File: src/rtl/linebuff_win_ctrl.sv
// linebuff_win_ctrl: raster-stream sequencer that drives the line buffer shift enable and flags complete KERNEL x KERNEL windows
module linebuff_win_ctrl #(
    parameter int IMG_COLS = 32,
    parameter int IMG_ROWS = 32,
    parameter int KERNEL   = 5,
    localparam int CW = $clog2(IMG_COLS),
    localparam int RW = $clog2(IMG_ROWS)
) (
    input  logic          lb_clk,
    input  logic          lb_rst_b,
    input  logic          start_i,
    input  logic          in_valid_i,
    output logic          in_ready_o,
    output logic          lb_en_o,
    output logic          win_valid_o,
    input  logic          win_ready_i,
    output logic [RW-1:0] win_row_o,
    output logic [CW-1:0] win_col_o,
    output logic          busy_o,
    output logic          frame_done_o
);
    if (KERNEL > IMG_COLS || KERNEL > IMG_ROWS) begin : g_bad_kernel
        $error("linebuff_win_ctrl: KERNEL exceeds image dimensions");
    end

    typedef enum logic [1:0] {IDLE, STREAM, FLUSH, DONE} state_t;

    localparam logic [CW-1:0] COL_LAST = CW'(IMG_COLS - 1);
    localparam logic [RW-1:0] ROW_LAST = RW'(IMG_ROWS - 1);
    localparam logic [CW-1:0] COL_K    = CW'(KERNEL - 1);
    localparam logic [RW-1:0] ROW_K    = RW'(KERNEL - 1);

    state_t        state;
    logic [RW-1:0] row;
    logic [CW-1:0] col;

    // A presented window that is not being consumed freezes the stream so the taps stay aligned with it
    assign in_ready_o = (state == STREAM) && !(win_valid_o && !win_ready_i);
    assign lb_en_o    = in_valid_i && in_ready_o;
    assign busy_o     = (state != IDLE);

    always_ff @(posedge lb_clk or negedge lb_rst_b) begin
        if (!lb_rst_b) begin
            state        <= IDLE;
            row          <= '0;
            col          <= '0;
            win_valid_o  <= 1'b0;
            win_row_o    <= '0;
            win_col_o    <= '0;
            frame_done_o <= 1'b0;
        end else begin
            frame_done_o <= 1'b0;
            case (state)
                IDLE: if (start_i) state <= STREAM;
                STREAM: begin
                    if (lb_en_o) begin
                        if (col == COL_LAST) begin
                            col <= '0;
                            if (row == ROW_LAST) begin
                                row   <= '0;
                                state <= FLUSH;
                            end else begin
                                row <= row + RW'(1);
                            end
                        end else begin
                            col <= col + CW'(1);
                        end
                    end
                end
                FLUSH: begin
                    if (!win_valid_o || win_ready_i) begin
                        state        <= DONE;
                        frame_done_o <= 1'b1;
                    end
                end
                default: state <= IDLE;
            endcase
            // Left-edge columns never qualify, so a window cannot straddle the row wrap
            if (lb_en_o && row >= ROW_K && col >= COL_K) begin
                win_valid_o <= 1'b1;
                win_row_o   <= row - ROW_K;
                win_col_o   <= col - COL_K;
            end else if (win_ready_i) begin
                win_valid_o <= 1'b0;
            end
        end
    end
endmodule

File: config.mk
export PLATFORM = sky130hd
export DESIGN_NAME = linebuff_win_ctrl
export DESIGN_NICKNAME = d
export VERILOG_FILES = /design/src/rtl/linebuff_win_ctrl.sv
export SDC_FILE = /design/constraint.sdc
export NUM_CORES = 1
export LEC_CHECK = 0
export CAP_MARGIN = 20
export CORE_MARGIN = 2
export CORE_UTILIZATION = 57
export CTS_BUF_LIST = sky130_fd_sc_hd__clkbuf_4 sky130_fd_sc_hd__clkbuf_8 sky130_fd_sc_hd__clkbuf_16
export CTS_CLUSTER_DIAMETER = 80
export CTS_CLUSTER_SIZE = 25
export DETAILED_ROUTE_END_ITERATION = 16
export PLACE_DENSITY = 0.83
export SLEW_MARGIN = 0
export SYNTH_ARGS = -nofsm -noshare
export SYNTH_HDL_FRONTEND = slang
export SYNTH_SLANG_ARGS = --single-unit
File: constraint.sdc
create_clock -name lb_clk -period 5.21 [get_ports lb_clk]
set_input_delay 1.042 -clock lb_clk [delete_from_list [all_inputs] [get_ports lb_clk]]
set_output_delay 1.042 -clock lb_clk [all_outputs]
set_load 0.1 [all_outputs]
## Yosys cells after proc, flatten, opt, wreduce, memory -nomap -nowiden

Index checks and enable logic that the tools add are counted.

- Bits of input ports: 5
- Word-level logic and storage cells: 49
- Memories: 0
- Bits in read-only memories: 0
- Bits in writable memories: 0
- Bits in latches: 0
- Output and inout port bits: 15
- Register bits after elaboration: 24

- Mux-type cells: 12
- Bitwise gates (word level): 0
- Equal/unequal tests: 9
- $lt $le $gt $ge: 2
- Divide/modulo/power cells: 0
- Shifts and indexed selects: 0
- Multiply operators: 0
- Reduce and logical (&&, ||, !) cells: 15
- $add $sub $neg: 4

Operators by type and width:

| cell | count |
|---|---|
| $add 5x1->5 const B | 2 |
| $eq 5x5->1 const B | 2 |
| $ge 5x3->1 const B | 2 |
| $mux 2 | 5 |
| $mux 5 | 2 |
| $sub 5x3->5 const B | 2 |
| $ne 2x2->1 const B | 3 |
| $pmux 2 s3 | 1 |
| $logic_and 1x1->1 | 5 |
| $reduce_and 5->1 | 1 |
| $mux 1 | 4 |
| $ne 2x1->1 const B | 2 |
| $reduce_bool 2->1 | 2 |
| $logic_not 1->1 | 3 |
| $reduce_and 3->1 | 1 |
| $eq 2x1->1 const B | 1 |
| $eq 2x2->1 const B | 1 |
| $logic_not 2->1 | 1 |
| $reduce_and 2->1 | 1 |
| $logic_or 1x1->1 | 1 |

## Logic depth before layout (Yosys ltp)

- Depth in word-level cells: 8
- Mapped depth: 6
- Gate-level depth less buffers: 6

## Worst setup path after synthesis

OpenSTA, ideal clock, no wires.

- Path type: input -> output
- From: in win_ready_i
- To: out in_ready_o
- Path buffers: 0
- Data arrival time: 2.481 ns
- Slack: 1.687 ns
- Required time: 4.168 ns
- Stages: 2
- Cell sequence: and2b_1 nor2_1

- Word-level cells in the longest chain between the ends: 4

RTL lines:

| element | RTL line | RTL |
|---|---|---|
| start, declared | 16 | `input logic win_ready_i,` |
| $logic_not 1->1 | 38 | `assign in_ready_o = (state == STREAM) && !(win_valid_o && !win_ready_i);` |
| $logic_and 1x1->1 | 38 |  |
| $logic_not 1->1 | 38 |  |
| $logic_and 1x1->1 | 38 |  |
| end, declared | 13 | `output logic in_ready_o,` |

Every way passes these cells.

## Worst setup path in the final report

- From: in win_ready_i
- To: out lb_en_o

- Word-level cells in the longest chain between the ends: 5

RTL lines:

| element | RTL line | RTL |
|---|---|---|
| $logic_not 1->1 | 38 |  |
| $logic_and 1x1->1 | 38 |  |
| $logic_not 1->1 | 38 |  |
| $logic_and 1x1->1 | 38 |  |
| $logic_and 1x1->1 | 39 | `assign lb_en_o = in_valid_i && in_ready_o;` |
| end, declared | 14 | `output logic lb_en_o,` |

Every way passes these cells.

==> out/results.txt <==
Measured against its own limit, the worst slew margin works out to 34.58%. After global routing, the most crowded layer is met2. The count of final hold-check violations is 0, and the total vias in the final route is 888. Summed over its instances, the top area cell type makes up 44.94% of the synthesized netlist area. The tools report the detailed-route DRC error count as 0. The worst register-to-register path ends at row[3]. The power dissipated by switching net loads is 129.6 uW, and the pin count of the biggest net entering global routing is 25. Initial core utilization: 60.41%. Count of final max-slew check failures: 0. Summing all non-filler instances in the final layout gives an area of 1597 um2.

In the layout the commonest cells are dfrtp_1, clkdlybuf4s50_1, ha_1, inv_1. Counting the buffers created by CTS gives 3. Dividing the detail-routed via count by the number of cells gives 5.382.

The run gives 0 ps as the total negative slack. The transition at the pin with the smallest max-transition slack is 978.3 ps, and the die footprint is 2748 um2. For the insertion delay to the later sink of the worst-skew pair, the log shows 310 ps. The initial antenna violation count came out at 0. For met1 alone, demand over resource in global routing was 23.79%. In this run the worst setup path begins at win_ready_i. Buffers inserted to repair hold after CTS numbered 0. Final critical-path share of the clock period: 63.83%. In this run the horizontal extent of the chip is 52.42 um. Walking the worst path, the cells encountered are clkdlybuf4s50_1 -> nand2b_4 -> nand3_4 -> inv_1 -> buf_4. The most critical setup path has its endpoint at lb_en_o. Critical setup path kind: in2out. Static timing analysis puts the maximum clock frequency at 0.3007 GHz. Setup violations remaining at the end of the flow were counted as 0.

Cell internal power was estimated by the tool at 288.0 uW. Summing the sequential cell areas from Yosys gives 44.94% of the chip area. The run finished with clean final reports. For this run, the slowest stage of the critical path takes 480 ps.

The tools report the relative contribution of sequential cells to total power as 56.2%. The iteration-0 DRC count of the detailed router came out at 5. The total of flip-flops plus latches after synthesis is 24, and the count of boundary I/O pins is 20. The logs give 1 for the level count of the clock H-tree and 135 for the post-synthesis net count. Sorting the synthesized cells by area gives the leading types as dfrtp_1, ha_1, mux2_4, inv_1, mux2_2. After detailed routing, the total wire length is 2288 um. After layout, the design draws a total of 417.6 uW.

The logs give 20.1% for the combinational share of power and 0 for the total number of yosys warnings. Leaving out fill and tap cells, the most frequent cell in the layout is dfrtp_1. For the worst flop-to-flop path, the logic depth is 5. The synthesized cell area was 1336 um2.

Once placement finished, the instance area stood at 1545 um2. In the global route stage, met2 resource usage came out at 34.38%. The path class of the tightest hold or removal check is reg2reg. The logs give 881 for the via count of the first global-routing pass and 17 for the row count.

The number of nets in the layout came out at 159. Power spread over the standard cell area amounts to 261.6 nW/um2. After floorplanning, the core was sized to cover 2212 um2. Across the run, the number of max-cap violations was 0. For this run, the total global-route usage over all layers was measured as 19.77%. IR analysis of the VDD net gives a maximum drop of 0.0002299 V. The number of buffers between clock root and the deepest sink is 2, and the number of different library cells in the post-synthesis netlist is 32.

Synthesis produced a netlist whose cell count is 114. TritonCTS built the clock tree. Of the total power, the share spent switching nets is 31.04%. Post-synthesis to final-layout area growth: 19.48%. Clock-pin slew was measured on the worst setup and hold paths at 130 ps.

The tools report the worst reg2reg path startpoint as col[0]. For the post-cts gate resize count, the log shows 0. In this run the register-to-register setup slack is 3250 ps. Clock tree synthesis found a total of 24 sinks. In this run the post-CTS setup repair buffer count came out at 0. The clock network fraction of design power is 23.7%. 0 antenna diodes ended up in the layout.

Input and output buffers added on the ports amount to 19. Summed over all cells, the static leakage comes to 0.8510 nW. The launching element type of the critical path was an input pin. Routability-driven placement finished with a final weighted congestion of 0.8956.

The minimum clock period after layout is 3326 ps. The detail route stage leaves a number of antenna-violating nets equal to 0. Setup repair after global routing left no endpoint under its margin. The data required time at the worst endpoint is 4170 ps, and the mean cell area of the mapped netlist is 11.72 um2. The maximum net fanout on the critical path is 7, and the wire length of the first global-routing pass is 3850 um. For the aggregate global routing overflow, the log shows 0. For met3 alone, demand over resource in global routing was 3.143%. For this run, the detailed router's first-pass iteration total came to 4. Summed over all nets, the half-perimeter wirelength after detailed placement is 1767 um. For the clock tree skew after final layout, the log shows 1.485 ps. Data arrives at the worst endpoint at 2280 ps. STA classifies the critical path endpoint as an output port.

The root cell of the clock tree is clkbuf_4. The cell with the largest stage delay on the worst path is clkdlybuf4s50_1. The synthesized design spends more area on one cell type than any other, namely dfrtp_1. Measured along the y axis, the die boundary spans 52.42 um. The proportion of layout cells with a drive suffix above 1 works out to 14.60%. Dividing the detail-routed wire length by the instance count gives 13.87 um.
## cell families after synthesis
family,share of synthesized area (%)
multiplexers,13.48
AO/OA/AOI/OAI,7.304
AND/OR/NAND/NOR,12.27
buffers and inverters,5.056
flip-flops,44.94
adder cells (fa/ha/maj),14.98
XOR/XNOR,1.967
## per-layer routing
| layer | vias up | wire length (um) |
|---|---|---|
| li1 | 438 | - |
| met1 | 426 | 1022 |
| met2 | 20 | 1142 |
| met3 | 4 | 89 |
| met4 | 0 | 33 |
| met5 | - | 0 |
## layout make-up
cell class              instances  area (um2)
clock buffers                   4       36.28
fillers                       162       615.6
inverters                      15       56.30
multi-input cells              74       668.1
flip-flops and latches         24       600.6
well taps                      28       35.03
repair buffers                 20       200.2
## worst max-delay path: cells and delay by family
kind	cells	cell delay [ps]
and+or+nand+nor	2	260
buffers and inverters	3	980
## power groups by stage
stage	clock network, mW	logic (mW)	registers, mW
2_1_floorplan	0	0.0610	0.231
5_1_grt	0.108	0.0976	0.240
4_1_cts	0.103	0.0844	0.234
6_report	0.0990	0.0839	0.235
3_5_place_dp	0	0.0837	0.239
3_3_place_gp	0	0.0798	0.238
## flip-flops by register name, summed over array words and instances (netlist names)
signal / cells
col: 5
row: 5
win_col_o: 5
win_row_o: 5
state: 2
frame_done_o: 1
win_valid_o: 1
## per-stage QoR
step,utilization (%),cells,hold WS (ps),setup WS (ps)
after floorplan,-,114,503.0,1687
after global placement,69.85,160,473.8,1951
after detailed placement,69.85,160,483.5,1895
after CTS,71.49,164,513.7,1896
after global routing,72.17,165,534.5,1833
final,72.17,165,507.6,1884
## cell usage after synthesis (all sizes together)
cell and n:
nand4 1, nand3b 2, nor2 4, o21bai 1
and2b 1, a221o 1, nor3 2, mux2i 3
ha 16, a21oi 1, nor4 1, buf 1
nand2b 1, mux2 11, nand3 3, a41o 1
xor2 2, nand2 7, o211ai 1, inv 15
and2 3, dfrtp 24, xnor2 1, o31ai 1
a21o 1, or3 2, a2111oi 2, o21ai 5
## worst min path at each step
stage                             from            to  slack [ps]  depth (start not counted)
after floorplan                 col[4]        col[4]         500                          2
after global placement    win_col_o[1]  win_col_o[1]         470                          1
after detailed placement  win_col_o[1]  win_col_o[1]         480                          1
after CTS                 win_col_o[1]  win_col_o[1]         510                          1
after global routing      win_col_o[1]  win_col_o[1]         530                          1
final                     win_col_o[1]  win_col_o[1]         510                          1
Note: power is estimated with default switching activity, not from simulation.
